===== src/rtl/adc_spi_master.sv =====
// SPI initiator for the 8-channel 12-bit serial ADC: one 16-SCLK frame per start request,
// returning the 12-bit result tagged with the channel addressed in the previous frame.
module adc_spi_master #(
  parameter int CLK_DIV = 8
) (
  input  logic        clk,
  input  logic        rst,
  input  logic        start,
  input  logic [2:0]  channel,
  output logic        busy,
  output logic        sample_valid,
  output logic [11:0] sample_data,
  output logic [2:0]  sample_channel,
  output logic        ADC_SCLK,
  output logic        ADC_CS_N,
  output logic        ADC_SADDR,
  input  logic        ADC_SDAT
);

  if (CLK_DIV < 2 || CLK_DIV > 255) begin : g_bad_clk_div
    $error("adc_spi_master: CLK_DIV must be in 2..255");
  end

  localparam logic [7:0] CNT_RELOAD = 8'(CLK_DIV - 1);

  typedef enum logic [2:0] {
    IDLE  = 3'd0,
    SETUP = 3'd1,
    LOW   = 3'd2,
    HIGH  = 3'd3,
    HOLD  = 3'd4
  } state_t;

  state_t      state_q;
  logic [7:0]  cnt_q;
  logic [3:0]  bit_q;
  logic [2:0]  cur_ch_q;
  logic [2:0]  prev_ch_q;
  logic [11:0] shift_q;
  logic        busy_q;
  logic        valid_q;
  logic [11:0] data_q;
  logic [2:0]  sch_q;
  logic        sclk_q;
  logic        cs_n_q;
  logic        saddr_q;

  logic        tc;
  logic [11:0] shift_d;
  logic [3:0]  bit_d;
  logic        saddr_d;

  // Address bits go out MSB first on frame bits 2..4; everything else is zero.
  function automatic logic addr_bit(input logic [3:0] b, input logic [2:0] ch);
    case (b)
      4'd2:    addr_bit = ch[2];
      4'd3:    addr_bit = ch[1];
      4'd4:    addr_bit = ch[0];
      default: addr_bit = 1'b0;
    endcase
  endfunction

  // Only 12 bits are kept: the four leading zeros shift out the top by frame end.
  always_comb begin
    tc      = (cnt_q == 8'd0);
    shift_d = {shift_q[10:0], ADC_SDAT};
    bit_d   = bit_q + 4'd1;
    saddr_d = addr_bit(bit_d, cur_ch_q);
  end

  always_ff @(posedge clk) begin
    if (rst) begin
      state_q   <= IDLE;
      cnt_q     <= 8'd0;
      bit_q     <= 4'd0;
      cur_ch_q  <= 3'd0;
      prev_ch_q <= 3'd0;
      shift_q   <= 12'd0;
      busy_q    <= 1'b0;
      valid_q   <= 1'b0;
      data_q    <= 12'd0;
      sch_q     <= 3'd0;
      sclk_q    <= 1'b1;
      cs_n_q    <= 1'b1;
      saddr_q   <= 1'b0;
    end else begin
      valid_q <= 1'b0;
      if (state_q != IDLE) begin
        cnt_q <= tc ? CNT_RELOAD : cnt_q - 8'd1;
      end
      case (state_q)
        IDLE: begin
          if (start) begin
            state_q  <= SETUP;
            cnt_q    <= CNT_RELOAD;
            bit_q    <= 4'd0;
            cur_ch_q <= channel;
            busy_q   <= 1'b1;
            cs_n_q   <= 1'b0;
            sclk_q   <= 1'b1;
          end
        end
        SETUP: begin
          if (tc) begin
            state_q <= LOW;
            sclk_q  <= 1'b0;
            saddr_q <= addr_bit(4'd0, cur_ch_q);
          end
        end
        LOW: begin
          // Capture on the same edge that raises SCLK; DOUT has been stable since the fall.
          if (tc) begin
            state_q <= HIGH;
            sclk_q  <= 1'b1;
            shift_q <= shift_d;
          end
        end
        HIGH: begin
          if (tc) begin
            if (bit_q == 4'd15) begin
              state_q <= HOLD;
              saddr_q <= 1'b0;
            end else begin
              state_q <= LOW;
              bit_q   <= bit_d;
              sclk_q  <= 1'b0;
              saddr_q <= saddr_d;
            end
          end
        end
        HOLD: begin
          if (tc) begin
            state_q   <= IDLE;
            cs_n_q    <= 1'b1;
            busy_q    <= 1'b0;
            valid_q   <= 1'b1;
            data_q    <= shift_q;
            sch_q     <= prev_ch_q;
            prev_ch_q <= cur_ch_q;
          end
        end
        default: state_q <= IDLE;
      endcase
    end
  end

  assign busy           = busy_q;
  assign sample_valid   = valid_q;
  assign sample_data    = data_q;
  assign sample_channel = sch_q;
  assign ADC_SCLK       = sclk_q;
  assign ADC_CS_N       = cs_n_q;
  assign ADC_SADDR      = saddr_q;

endmodule


===== config.mk =====
export PLATFORM = sky130hd
export DESIGN_NAME = adc_spi_master
export DESIGN_NICKNAME = d
export VERILOG_FILES = /design/src/rtl/adc_spi_master.sv
export SDC_FILE = /design/constraint.sdc
export NUM_CORES = 1
export LEC_CHECK = 0
export CORE_ASPECT_RATIO = 0.9
export CORE_MARGIN = 2
export CORE_UTILIZATION = 42
export CTS_CLUSTER_DIAMETER = 200
export DETAILED_ROUTE_END_ITERATION = 7
export RECOVER_POWER = 50
export SLEW_MARGIN = 20
export SYNTH_ARGS = -nofsm -noshare
export SYNTH_HDL_FRONTEND = slang
export SYNTH_SLANG_ARGS = --single-unit
export TNS_END_PERCENT = 100

===== constraint.sdc =====
create_clock -name clk -period 2.8 [get_ports clk]
set_clock_uncertainty 0.05 [all_clocks]
set_input_delay 0.56 -clock clk [delete_from_list [all_inputs] [get_ports clk]]
set_output_delay 0.56 -clock clk [all_outputs]
set_load 0.1 [all_outputs]

; ---- Yosys cells after proc, flatten, opt, wreduce, memory -nomap -nowiden
; Cells that the tools add are included.
[totals]
reg_bits = 53
input_bits = 7
output_inout_bits = 20
elab_cells = 75
[classes]
n_addsub = 2
n_eq_ne = 14
mux = 29
n_bitwise = 1
n_reduce_logical = 16
[op_table]
columns = cell, n
row1 = $mux 8, 4
row2 = $mux 3, 6
row3 = $pmux 3 s5, 1
row4 = $mux 4, 3
row5 = $ne 2x2->1 const B, 6
row6 = $mux 1, 9
row7 = $eq 4x2->1 const B, 2
row8 = $logic_not 8->1, 1
row9 = $pmux 4 s2, 1
row10 = $sub 8x1->8 const B, 1
row11 = $eq 3x2->1 const B, 2
row12 = $pmux 1 s2, 3
row13 = $reduce_and 2->1, 3
row14 = $reduce_and 3->1, 2
row15 = $reduce_and 6->1, 1
row16 = $reduce_bool 2->1, 3
row17 = $reduce_and 5->1, 1
row18 = $add 4x1->4 const B, 1
row19 = $eq 4x3->1 const B, 1
row20 = $eq 4x4->1 const B, 1
row21 = $pmux 1 s4, 1
row22 = $reduce_and 4->1, 1
row23 = $reduce_bool 4->1, 1
row24 = $eq 3x1->1 const B, 1
row25 = other kinds (6), 6

; ---- Longest topological paths before layout
; Gate-level depths: netlist of the first run.
[depth]
depth_word = 6
ltp_mapped = 8
mapped_depth_nobuf = 6

; ---- Worst setup path before layout of the first run
; OpenSTA, ideal clock, no wires.
[synth_timing]
kind = register to register
from = register cnt_q[0]
to = register saddr_q, in the netlist ADC_SADDR
setup_time_ns = 0.070
t_arrival_ns = 2.132
required_ns = 2.680
path_slack_ns = 0.548
stages_incl_launch_ff = 8
path_buffers = 1
synth_period_minus_slack_ns = 2.252
cell_sequence = dfxtp_1 -> inv_1 -> ha_1 -> or3b_2 -> or4_1 -> buf_2 -> or3_1 -> a21oi_1
[synth_via]
elab_chain_len = 3
[synth_rtl]
columns = element, line_no
row1 = "start, declared", 35  ; logic [7:0] cnt_q;
row2 = "start signal, assigned", 89  ; cnt_q <= tc ? CNT_RELOAD : cnt_q - 8'd1;
row3 = $logic_not 8->1 (*), 65  ; tc = (cnt_q == 8'd0);
row4 = $ne 2x2->1 (no source line), -
row5 = $reduce_and 3->1 (no source line) (*), -
row6 = "end signal, assigned", 107  ; saddr_q <= addr_bit(4'd0, cur_ch_q);
row7 = "end signal, assigned", 127  ; saddr_q <= saddr_d;
row8 = "end, declared", 46  ; logic saddr_q;
; Mark *: on every way between the ends. The rest lies on a longest branch, timed or not.
; A chain may end at the register's enable or synchronous reset.

; ---- Final worst setup path of the first run
; Same ends and word-level chain as after synthesis.

==> results of run 1 <==
## tightest hold or removal path, cell delays in order (launching register included)
cell	delay (ns)
dfxtp_1	0.34
nand2_1	0.06
a21oi_1	0.05
## synth_stat cells, types with 2 or more instances
| cell type | number |
|---|---|
| inv_1 | 5 |
| or4_1 | 2 |
| a211o_1 | 2 |
| nand4b_1 | 2 |
| ha_1 | 5 |
| nor4_1 | 3 |
| o21ai_0 | 4 |
| nor2_1 | 40 |
| nor3_1 | 4 |
| and2_1 | 2 |
| mux2i_1 | 30 |
| nand3_1 | 10 |
| nor3b_1 | 2 |
| nor2b_1 | 2 |
| a211oi_1 | 4 |
| xnor2_1 | 2 |
| and3_1 | 4 |
| or3_1 | 8 |
| nand2_1 | 12 |
| a2111oi_0 | 2 |
| nand4_1 | 3 |
| buf_2 | 3 |
| a31oi_1 | 3 |
| clkbuf_1 | 7 |
| a21oi_1 | 12 |
| dfxtp_1 | 53 |
## worst paths after layout
check,depth (start not counted),end,slack (ns)
max reg2reg,6,ADC_SADDR$_SDFFE_PP0P_,0.40
min,2,cur_ch_q[0]$_SDFFE_PP0P_,0.44
max,6,ADC_SADDR$_SDFFE_PP0P_,0.40
min reg2reg,2,cur_ch_q[0]$_SDFFE_PP0P_,0.44
## metal layers
metal	global-route usage, %	share of wire, %
met1	23.9	54
met2	23.3	41
met3	4.18	3.6
met4	5.08	0.68
met5	0	0
## area by class of cell
class	count	area [um^2]	area share, %
Clock inverter	2	38.8	1.53
Timing Repair Buffer	30	158	6.22
Inverter	5	18.8	0.740
Multi-Input combinational cell	171	1100	43.5
Sequential cell	53	1060	41.9
Tap cell	67	83.8	3.31
Clock buffer	6	72.6	2.86
## through the flow
stage	setup slack, ns	hold WS, ns
6_report	0.402	0.440
5_1_grt	0.254	0.460
4_1_cts	0.407	0.441
3_5_place_dp	0.443	0.425
3_3_place_gp	0.444	0.420
2_1_floorplan	0.548	0.398
## flip-flops by register name (all words and copies together) (netlist names)
name and flops:
sample_channel 3, ADC_SADDR 1, shift_q 12, cnt_q 8
bit_q 4, sample_valid 1, ADC_SCLK 1, sample_data 12
ADC_CS_N 1, prev_ch_q 3, busy 1, state_q 3
cur_ch_q 3
## layout by cell type, fill, tap and decap left out, drive strengths merged, types with 2 or more instances in the layout
cell type,n
a2111oi,2
a211o,2
a211oi,4
a21oi,12
a31oi,3
and2,2
and3,4
buf,4
clkbuf,27
clkdlybuf4s50,5
dfxtp,53
ha,5
inv,5
mux2i,30
nand2,12
nand3,10
nand4,3
nand4b,2
nor2,40
nor2b,2
nor3,4
nor3b,2
nor4,3
o21ai,4
or3,8
or4,3
xnor2,2
## where the power goes
part	internal (W)	total [W]	leakage [nW]	switching, W
combinational	0.0000908	0.000268	0.644	0.000177
sequential	0.000783	0.000821	0.430	0.0000381
clock	0.000269	0.000521	0.0554	0.000253
## cell families after synthesis
kind of cell    Yosys count  synth area share, %
flops                    53                 46.9
simple gates            100                 22.1
fa+ha+maj                 5                 2.77
mux                      30                 13.3
xor+xnor                  3                 1.16
buf+inv                  19                 4.37
compound gates           33                 9.46
==> qor.txt, run 1 <==
GR Util All Layers -> 16.3%
First-pass GRT wire length -> 7450 um
Worst skew pair latency -> 0.30 ns
Largest net degree at the start of global routing -> 36
Starting Density -> 43.3%
Synth Cell Area -> 2260 um^2
Crit-path max FO -> 7
Share of layout cells above drive strength 1 -> 5.62%
Fillers -> 522
DR vias -> 1,775
IO Pins -> 27
Ant. Diodes -> 0
Status -> finished, final reports clean
I/O Buffers -> 26
WL per Instance -> 13.6 um
Final core occ -> 48.5%
CP cell instances -> inv_1 -> ha_1 -> or3b_2 -> or4_1 -> or3_1 -> a21oi_1
Drt total wl -> 4560 um
Buffers & Inverters on Critical Path -> 1
CP top delay family -> simple AND/OR/NAND/NOR gates
RSZ-0062 raised after global routing -> false
Root buffer cell -> clkbuf_8
Pins over their slew limit -> 0
Power Total -> 0.00161 W
WP data arrival -> 2.58 ns
P per Cell Area -> 635 nW/um^2
Critical path origin -> cnt_q[0]$_SDFF_PP0_
Min cycle time layout -> 2.40 ns
WP data required -> 2.98 ns
Initial antenna violation count -> 0
Hold crit path type -> flip-flop to flip-flop
Number of synthesized flops with an enable pin -> 0
H-tree Lvls -> 2
Clock buffer count from CTS -> 5
Fin crit share -> 85.6%
Placed insts -> 326
Non-filler cells, final -> 334
Placed cell area -> 2500 um^2
Ys Warns -> 0
Cell taking the most area after synthesis -> dfxtp_1
Kind of end point of the critical path -> flip-flop
CP Class -> flip-flop to flip-flop
CP startpoint kind -> flip-flop
Mapped Cells -> 243
Placer congestion estimate -> 0.771
Die area -> 5990 um^2
Yosys top cell area share -> 46.9%
Post-synth cell types -> 43
Pleak -> 1.13 nW
Synth async-reset ratio -> 0%
Worst path max stage delay -> 0.64 ns
CTS Hold Bufs -> 0
Slowest cell on crit path -> or4_1
Most common flop cell mapped by yosys -> dfxtp_1
CTS tree -> built
Max Cap Violations -> 0
Syn-to-layout area delta -> 12.1%
FF+latch count, synth -> 53
Critical R2R Launch -> cnt_q[0]$_SDFF_PP0_
Die Ht -> 73.6 um
CTS Sinks -> 53
Fin nets -> 278
Die X -> 81.4 um
Tightest Pin Transition -> 1.17 ns
Vias per cell -> 5.31
Grt total ovfl -> 0
Cell area after layout -> 2530 um^2
FMAX -> 417 MHz
Row cnt -> 25
Drt first pass iters -> 4
Hold Crit Start -> cur_ch_q[0]$_SDFFE_PP0P_
Worst VDD drop -> 0.247 mV
1st-iter DRT viols -> 125
Worst-path clk slew -> 0.09 ns
Worst slew margin -> 22.4%
Residual DRC -> 0
Number of global-route vias before repair -> 1,503
Final hold viol count -> 0
Post CTS Setup Buffer Count -> 0
Syn nets -> 255
Sequential element share of the synthesized area -> 46.9%
Syn Area/Cell -> 9.31 um^2
Fin Setup TNS -> 0 ns
Most area-consuming cells after synthesis -> dfxtp_1, mux2i_1, nor2_1, ha_1, a21oi_1
Final setup fails -> 0
Post-DRT Antenna Nets -> 0
Clk buf depth -> 2
CTS resizes -> 0
Dpl hpwl -> 3100 um
Placeable Area -> 5220 um^2
No activity file was read; power rests on OpenSTA's default activity.
==> inputs of run 2 (changes only) <==
--- a/config.mk
+++ b/config.mk
@@ -7,9 +7,10 @@
 export LEC_CHECK = 0
 export CORE_ASPECT_RATIO = 0.9
 export CORE_MARGIN = 2
-export CORE_UTILIZATION = 42
+export CORE_UTILIZATION = 45
 export CTS_CLUSTER_DIAMETER = 200
 export DETAILED_ROUTE_END_ITERATION = 7
+export PLACE_DENSITY = 0.67
 export RECOVER_POWER = 50
 export SLEW_MARGIN = 20
 export SYNTH_ARGS = -nofsm -noshare
==> run 2 against run 1 <==
  * Power is 0.89% higher
  * Routed wire length decreased by 5.9%
  * Combinational power hardly changed
  * Die area fell by 6.3%
  * Fmax rose by 0.16%
  * Cell count decreased by 0.30%
  * Final area increased by 0.39%
  * Worst setup slack better by 0.0037 ns
  * Sequential share of layout area shrank 0.16 points
  * Critical path type unchanged
  * Critical endpoint unchanged
  * Largest power group unchanged
  * Highest routed layer unchanged
==> qor.txt, run 2 (synthesis results as in run 1) <==
Worst slew margin -> 21.8% (was 22.4%)
FMAX -> 418 MHz (was 417 MHz)
Slowest cell on crit path -> or4_1 (unchanged)
Final worst setup slack -> 0.406 ns (was 0.402 ns)
Syn-to-layout area delta -> 12.5% (was 12.1%)
Root buffer cell -> clkbuf_8 (unchanged)
Die X -> 78.7 um (was 81.4 um)
Final setup fails -> 0 (unchanged)
First-pass GRT wire length -> 7330 um (was 7450 um)
Pleak -> 1.13 nW (about the same)
Ant. Diodes -> 0 (unchanged)
DR vias -> 1,760 (was 1,775)
Drt total wl -> 4290 um (was 4560 um)
I/O Buffers -> 26 (unchanged)
Share of layout cells above drive strength 1 -> 5.97% (was 5.62%)
Final hold viol count -> 0 (unchanged)
CP startpoint kind -> flip-flop (unchanged)
Worst skew pair latency -> 0.30 ns (about the same)
Largest net degree at the start of global routing -> 42 (was 36)
1st-iter DRT viols -> 97 (was 125)
Fin nets -> 279 (was 278)
CTS Sinks -> 53 (unchanged)
IO Pins -> 27 (unchanged)
Clk buf depth -> 2 (unchanged)
CP top delay family -> simple AND/OR/NAND/NOR gates (unchanged)
RSZ-0062 raised after global routing -> false (unchanged)
Vias per cell -> 5.29 (was 5.31)
Grt total ovfl -> 0 (unchanged)
Worst VDD drop -> 0.349 mV (was 0.247 mV)
Hold crit path type -> flip-flop to flip-flop (unchanged)
Placed insts -> 325 (was 326)
Die Ht -> 71.3 um (was 73.6 um)
WP data required -> 2.98 ns (about the same)
Most frequent cells in the layout -> dfxtp_1, nor2_1, mux2i_1 (unchanged)
Number of global-route vias before repair -> 1,577 (was 1,503)
Min cycle time layout -> 2.39 ns (was 2.40 ns)
WP data arrival -> 2.58 ns (about the same)
Buffers & Inverters on Critical Path -> 1 (unchanged)
CTS tree -> built (unchanged)
Placeable Area -> 4830 um^2 (was 5220 um^2)
Placer congestion estimate -> 0.769 (was 0.771)
Pins over their slew limit -> 0 (unchanged)
CP cell instances -> inv_1 -> ha_1 -> or3b_2 -> or4_1 -> or3_1 -> a21oi_1 (unchanged)
Clock buffer count from CTS -> 5 (unchanged)
CTS resizes -> 0 (unchanged)
Worst-path clk slew -> 0.09 ns (about the same)
H-tree Lvls -> 2 (unchanged)
GR Util All Layers -> 16.3% (about the same)
Pre-CTS setup slack -> 0.428 ns (was 0.443 ns)
Worst path max stage delay -> 0.64 ns (about the same)
Fin Setup TNS -> 0 ns (unchanged)
Tightest Pin Transition -> 1.18 ns (was 1.17 ns)
Initial antenna violation count -> 0 (unchanged)
Drt first pass iters -> 4 (unchanged)
Most common cell after layout, fill and taps aside -> dfxtp_1 (unchanged)
Dpl hpwl -> 2920 um (was 3100 um)
Residual DRC -> 0 (unchanged)
Post-DRT Antenna Nets -> 0 (unchanged)
CP Class -> flip-flop to flip-flop (unchanged)
WHS -> 0.416 ns (was 0.440 ns)
Die area -> 5610 um^2 (was 5990 um^2)
Post CTS Setup Buffer Count -> 0 (unchanged)
CTS Hold Bufs -> 0 (unchanged)
Starting Density -> 46.8% (was 43.3%)
WL per Instance -> 12.9 um (was 13.6 um)
P per Cell Area -> 639 nW/um^2 (was 635 nW/um^2)
Row cnt -> 24 (was 25)
Non-filler cells, final -> 333 (was 334)
Max Cap Violations -> 0 (unchanged)
Fin crit share -> 85.5% (was 85.6%)
Status -> finished, final reports clean (unchanged)
Kind of end point of the critical path -> flip-flop (unchanged)
Crit-path max FO -> 7 (unchanged)
-- run 2: changes by cell type in the layout (fill, tap and decap cells not counted), sizes merged --
cell	delta
clkbuf	+1
clkinv	-1
clkinvlp	+1
-- run 2: metal layers --
| metal | vias up | routed length, um | global-route usage [%] |
|---|---|---|---|
| li1 | 904 | - | - |
| met4 | 0 | 65 | 6.43 |
| met2 | 36 | 1860 | 23.8 |
| met3 | 7 | 176 | 4.03 |
| met5 | - | 0 | 0 |
| met1 | 813 | 2190 | 23.2 |
-- run 2: metrics by stage --
step | total power (W) | cell area (um^2) | util (%)
5_1_grt | 0.00170 | 2540 | 52.6
3_5_place_dp | 0.00111 | 2510 | 51.8
4_1_cts | 0.00165 | 2630 | 54.3
2_1_floorplan | 0.00104 | 2260 | -
3_3_place_gp | 0.00111 | 2510 | 51.8
6_report | 0.00163 | 2540 | 52.6
-- run 2: layout make-up --
class / count / area (um^2)
Multi-Input combinational cell: 171 / 1100
Clock buffer: 6 / 82.6
Fill cell: 465 / 2290
Inverter: 5 / 18.8
Sequential cell: 53 / 1060
Timing Repair Buffer: 31 / 161
Clock inverter: 2 / 37.5
Tap cell: 65 / 81.3
-- run 2: where the power goes --
part	total, W	switching (W)	leakage [nW]	internal [W]
registers	0.000820	0.0000369	0.430	0.000783
logic	0.000269	0.000177	0.645	0.0000926
clock network	0.000536	0.000246	0.0574	0.000291
total	0.00163	0.000459	1.13	0.00117
-- run 2: worst reg2reg max path, cell delays in order (launching register included) --
cell,delay [ns]
dfxtp_1,0.36
inv_1,0.11
ha_1,0.16
or3b_2,0.46
or4_1,0.64
or3_1,0.41
a21oi_1,0.13
-- run 2: path summary, 6_finish.rpt --
check / slack (ns) / depth (start not counted) / endpoint / from
worst max-delay path: 0.41 / 6 / ADC_SADDR$_SDFFE_PP0P_ / cnt_q[0]$_SDFF_PP0_
worst min-delay path: 0.42 / 1 / ADC_CS_N$_SDFFE_PP1P_ / ADC_CS_N$_SDFFE_PP1P_
worst max register to register: 0.41 / 6 / ADC_SADDR$_SDFFE_PP0P_ / cnt_q[0]$_SDFF_PP0_
worst min register to register: 0.42 / 1 / ADC_CS_N$_SDFFE_PP1P_ / ADC_CS_N$_SDFFE_PP1P_
==> inputs of run 3 (changes only) <==
--- a/config.mk
+++ b/config.mk
@@ -11,7 +11,7 @@
 export CTS_CLUSTER_DIAMETER = 200
 export DETAILED_ROUTE_END_ITERATION = 7
 export PLACE_DENSITY = 0.67
-export RECOVER_POWER = 50
+export SETUP_SLACK_MARGIN = 0.3
 export SLEW_MARGIN = 20
 export SYNTH_ARGS = -nofsm -noshare
 export SYNTH_HDL_FRONTEND = slang
==> run 3 against run 2 <==
  * Register-to-register slack gained 0.08 ns
  * Flip-flop and latch count is the same
  * Final area up 3.3%
  * Global-route usage stayed put
  * Fmax up 3.4%
  * Power is 0.58% higher
  * Critical endpoint unchanged
  * Largest cell class unchanged
==> qor.txt, run 3 (synthesis results as in run 1) <==
Min cycle time layout -> 2.32 ns (was 2.39 ns)
NetSw -> 0.000459 W (about the same)
Non-filler cells, final -> 333 (unchanged)
CP startpoint kind -> flip-flop (unchanged)
Pleak -> 1.22 nW (was 1.13 nW)
FMAX -> 432 MHz (was 418 MHz)
Worst skew pair latency -> 0.30 ns (about the same)
Switching part of the total power -> 28.1% (was 28.2%)
IO Pins -> 27 (unchanged)
P per Cell Area -> 621 nW/um^2 (was 639 nW/um^2)
GR Util All Layers -> 16.3% (unchanged)
Starting Density -> 46.8% (unchanged)
Largest net degree at the start of global routing -> 42 (unchanged)
Crit-path max FO -> 7 (unchanged)
Placer congestion estimate -> 0.769 (unchanged)
Tightest Pin Transition -> 0.736 ns (was 1.18 ns)
Final setup fails -> 0 (unchanged)
Kind of end point of the critical path -> flip-flop (unchanged)
WHS -> 0.422 ns (was 0.416 ns)
Dpl hpwl -> 2920 um (unchanged)
Die X -> 78.7 um (unchanged)
WL per Instance -> 12.9 um (about the same)
RSZ-0062 raised after global routing -> false (unchanged)
Syn-to-layout area delta -> 16.3% (was 12.5%)
Worst slew margin -> 50.9% (was 21.8%)
Fin crit share -> 82.7% (was 85.5%)
Die area -> 5610 um^2 (unchanged)
Row cnt -> 24 (unchanged)
Hold Path Depth -> 1 (unchanged)
CTS tree -> built (unchanged)
Slowest cell on crit path -> or4_4 (was or4_1)
Final core occ -> 54.4% (was 52.6%)
CP top delay family -> simple AND/OR/NAND/NOR gates (unchanged)
Internal power -> 0.00118 W (was 0.00117 W)
Placeable Area -> 4830 um^2 (unchanged)
Status -> finished, final reports clean (unchanged)
Buffers & Inverters on Critical Path -> 1 (unchanged)
Most common cell after layout, fill and taps aside -> dfxtp_1 (unchanged)
1st-iter DRT viols -> 94 (was 97)
Grt total ovfl -> 0 (unchanged)
DR vias -> 1,750 (was 1,760)
H-tree Lvls -> 2 (unchanged)
Root buffer cell -> clkbuf_8 (unchanged)
Drt total wl -> 4310 um (was 4290 um)
Hold crit path type -> flip-flop to flip-flop (unchanged)
Drt first pass iters -> 4 (unchanged)
Clk buf depth -> 2 (unchanged)
Number of global-route vias before repair -> 1,577 (unchanged)
Final hold viol count -> 0 (unchanged)
Crit path depth -> 6 (unchanged)
Max Cap Violations -> 0 (unchanged)
First-pass GRT wire length -> 7330 um (unchanged)
WP data required -> 2.98 ns (about the same)
Post-DRT Antenna Nets -> 0 (unchanged)
Most frequent cells in the layout -> dfxtp_1, nor2_1, mux2i_1 (unchanged)
I/O Buffers -> 26 (unchanged)
Power Total -> 0.00163 W (about the same)
Share of layout cells above drive strength 1 -> 14.2% (was 5.97%)
Vias per cell -> 5.26 (was 5.29)
Fin Setup TNS -> 0 ns (unchanged)
Worst VDD drop -> 0.349 mV (about the same)
CTS Sinks -> 53 (unchanged)
CP cell instances -> inv_1 -> ha_1 -> or3b_2 -> or4_4 -> or3_1 -> a21oi_1 (was inv_1 -> ha_1 -> or3b_2 -> or4_1 -> or3_1 -> a21oi_1)
Pins over their slew limit -> 0 (unchanged)
CTS Hold Bufs -> 0 (unchanged)
Die Ht -> 71.3 um (unchanged)
Ant. Diodes -> 0 (unchanged)
Worst path max stage delay -> 0.58 ns (was 0.64 ns)
Comb pwr share -> 17.1% (was 16.6%)
Reg2reg path depth -> 6 (unchanged)
Worst-path clk slew -> 0.09 ns (about the same)
Residual DRC -> 0 (unchanged)
Reg power frac -> 50.2% (was 50.4%)
Clock buffer count from CTS -> 5 (unchanged)
Fin nets -> 279 (unchanged)
WP data arrival -> 2.50 ns (was 2.58 ns)
Clock network power share -> 32.7% (was 33.0%)
CP Class -> flip-flop to flip-flop (unchanged)
Placed insts -> 325 (unchanged)
Initial antenna violation count -> 0 (unchanged)
[run 3: cell types whose count changed in the layout (fill, tap and decap cells not counted)]
cell / delta
buf_4: +22
clkbuf_1: -21
clkbuf_2: -1
or4_1: -1
or4_4: +1
[run 3: final cells by class]
type                    instances  area [um^2]
clock buffers                   6         82.6
flip-flops and latches         53         1060
repair buffers                 31          243
fillers                       449         2200
well taps                      65         81.3
multi-input cells             171         1110
inverters                       5         18.8
clock inverters                 2         37.5
[run 3: path summary, 6_finish.rpt]
kind	startpoint	end	slack [ns]
worst max-delay path	cnt_q[0]$_SDFF_PP0_	ADC_SADDR$_SDFFE_PP0P_	0.48
worst min-delay path	ADC_CS_N$_SDFFE_PP1P_	ADC_CS_N$_SDFFE_PP1P_	0.42
worst max register to register	cnt_q[0]$_SDFF_PP0_	ADC_SADDR$_SDFFE_PP0P_	0.48
worst min register to register	ADC_CS_N$_SDFFE_PP1P_	ADC_CS_N$_SDFFE_PP1P_	0.42
[run 3: worst register-to-register path, delay by kind of cell (launching register included)]
kind / cells / cell delay, ns
flops: 1 / 0.36
compound gates: 1 / 0.13
fa+ha+maj: 1 / 0.17
buf+inv: 1 / 0.11
simple gates: 3 / 1.43
[run 3: power groups by stage]
stage               logic, W  registers [W]  clock network [W]
finish              0.000280       0.000820           0.000534
global route        0.000308       0.000827           0.000580
CTS                 0.000277       0.000819           0.000554
detailed placement  0.000276       0.000837                  0
global placement    0.000278       0.000836                  0
floorplan           0.000174       0.000864                  0
[run 3: per-stage QoR]
stage / instance area [um^2] / worst slack, ns
2_1_floorplan: 2260 / 0.548
3_3_place_gp: 2510 / 0.448
3_5_place_dp: 2510 / 0.428
4_1_cts: 2630 / 0.408
5_1_grt: 2630 / 0.383
6_report: 2630 / 0.484
[run 3: layer usage]
layer  GRT usage [%]  vias to the layer above  wire length (um)
met1            23.2                      813              2250
met4            6.43                        0                46
met3            4.03                        4               155
li1                -                      903                 -
met2            23.8                       30              1860
met5               0                        -                 0
[run 3: repair_timing]
item | CTS | global route
setup endpoints to repair | 0 | 1
buffers inserted | 0 | 0
gates resized for setup | 0 | 1
endpoints found under the hold margin | 0 | 0
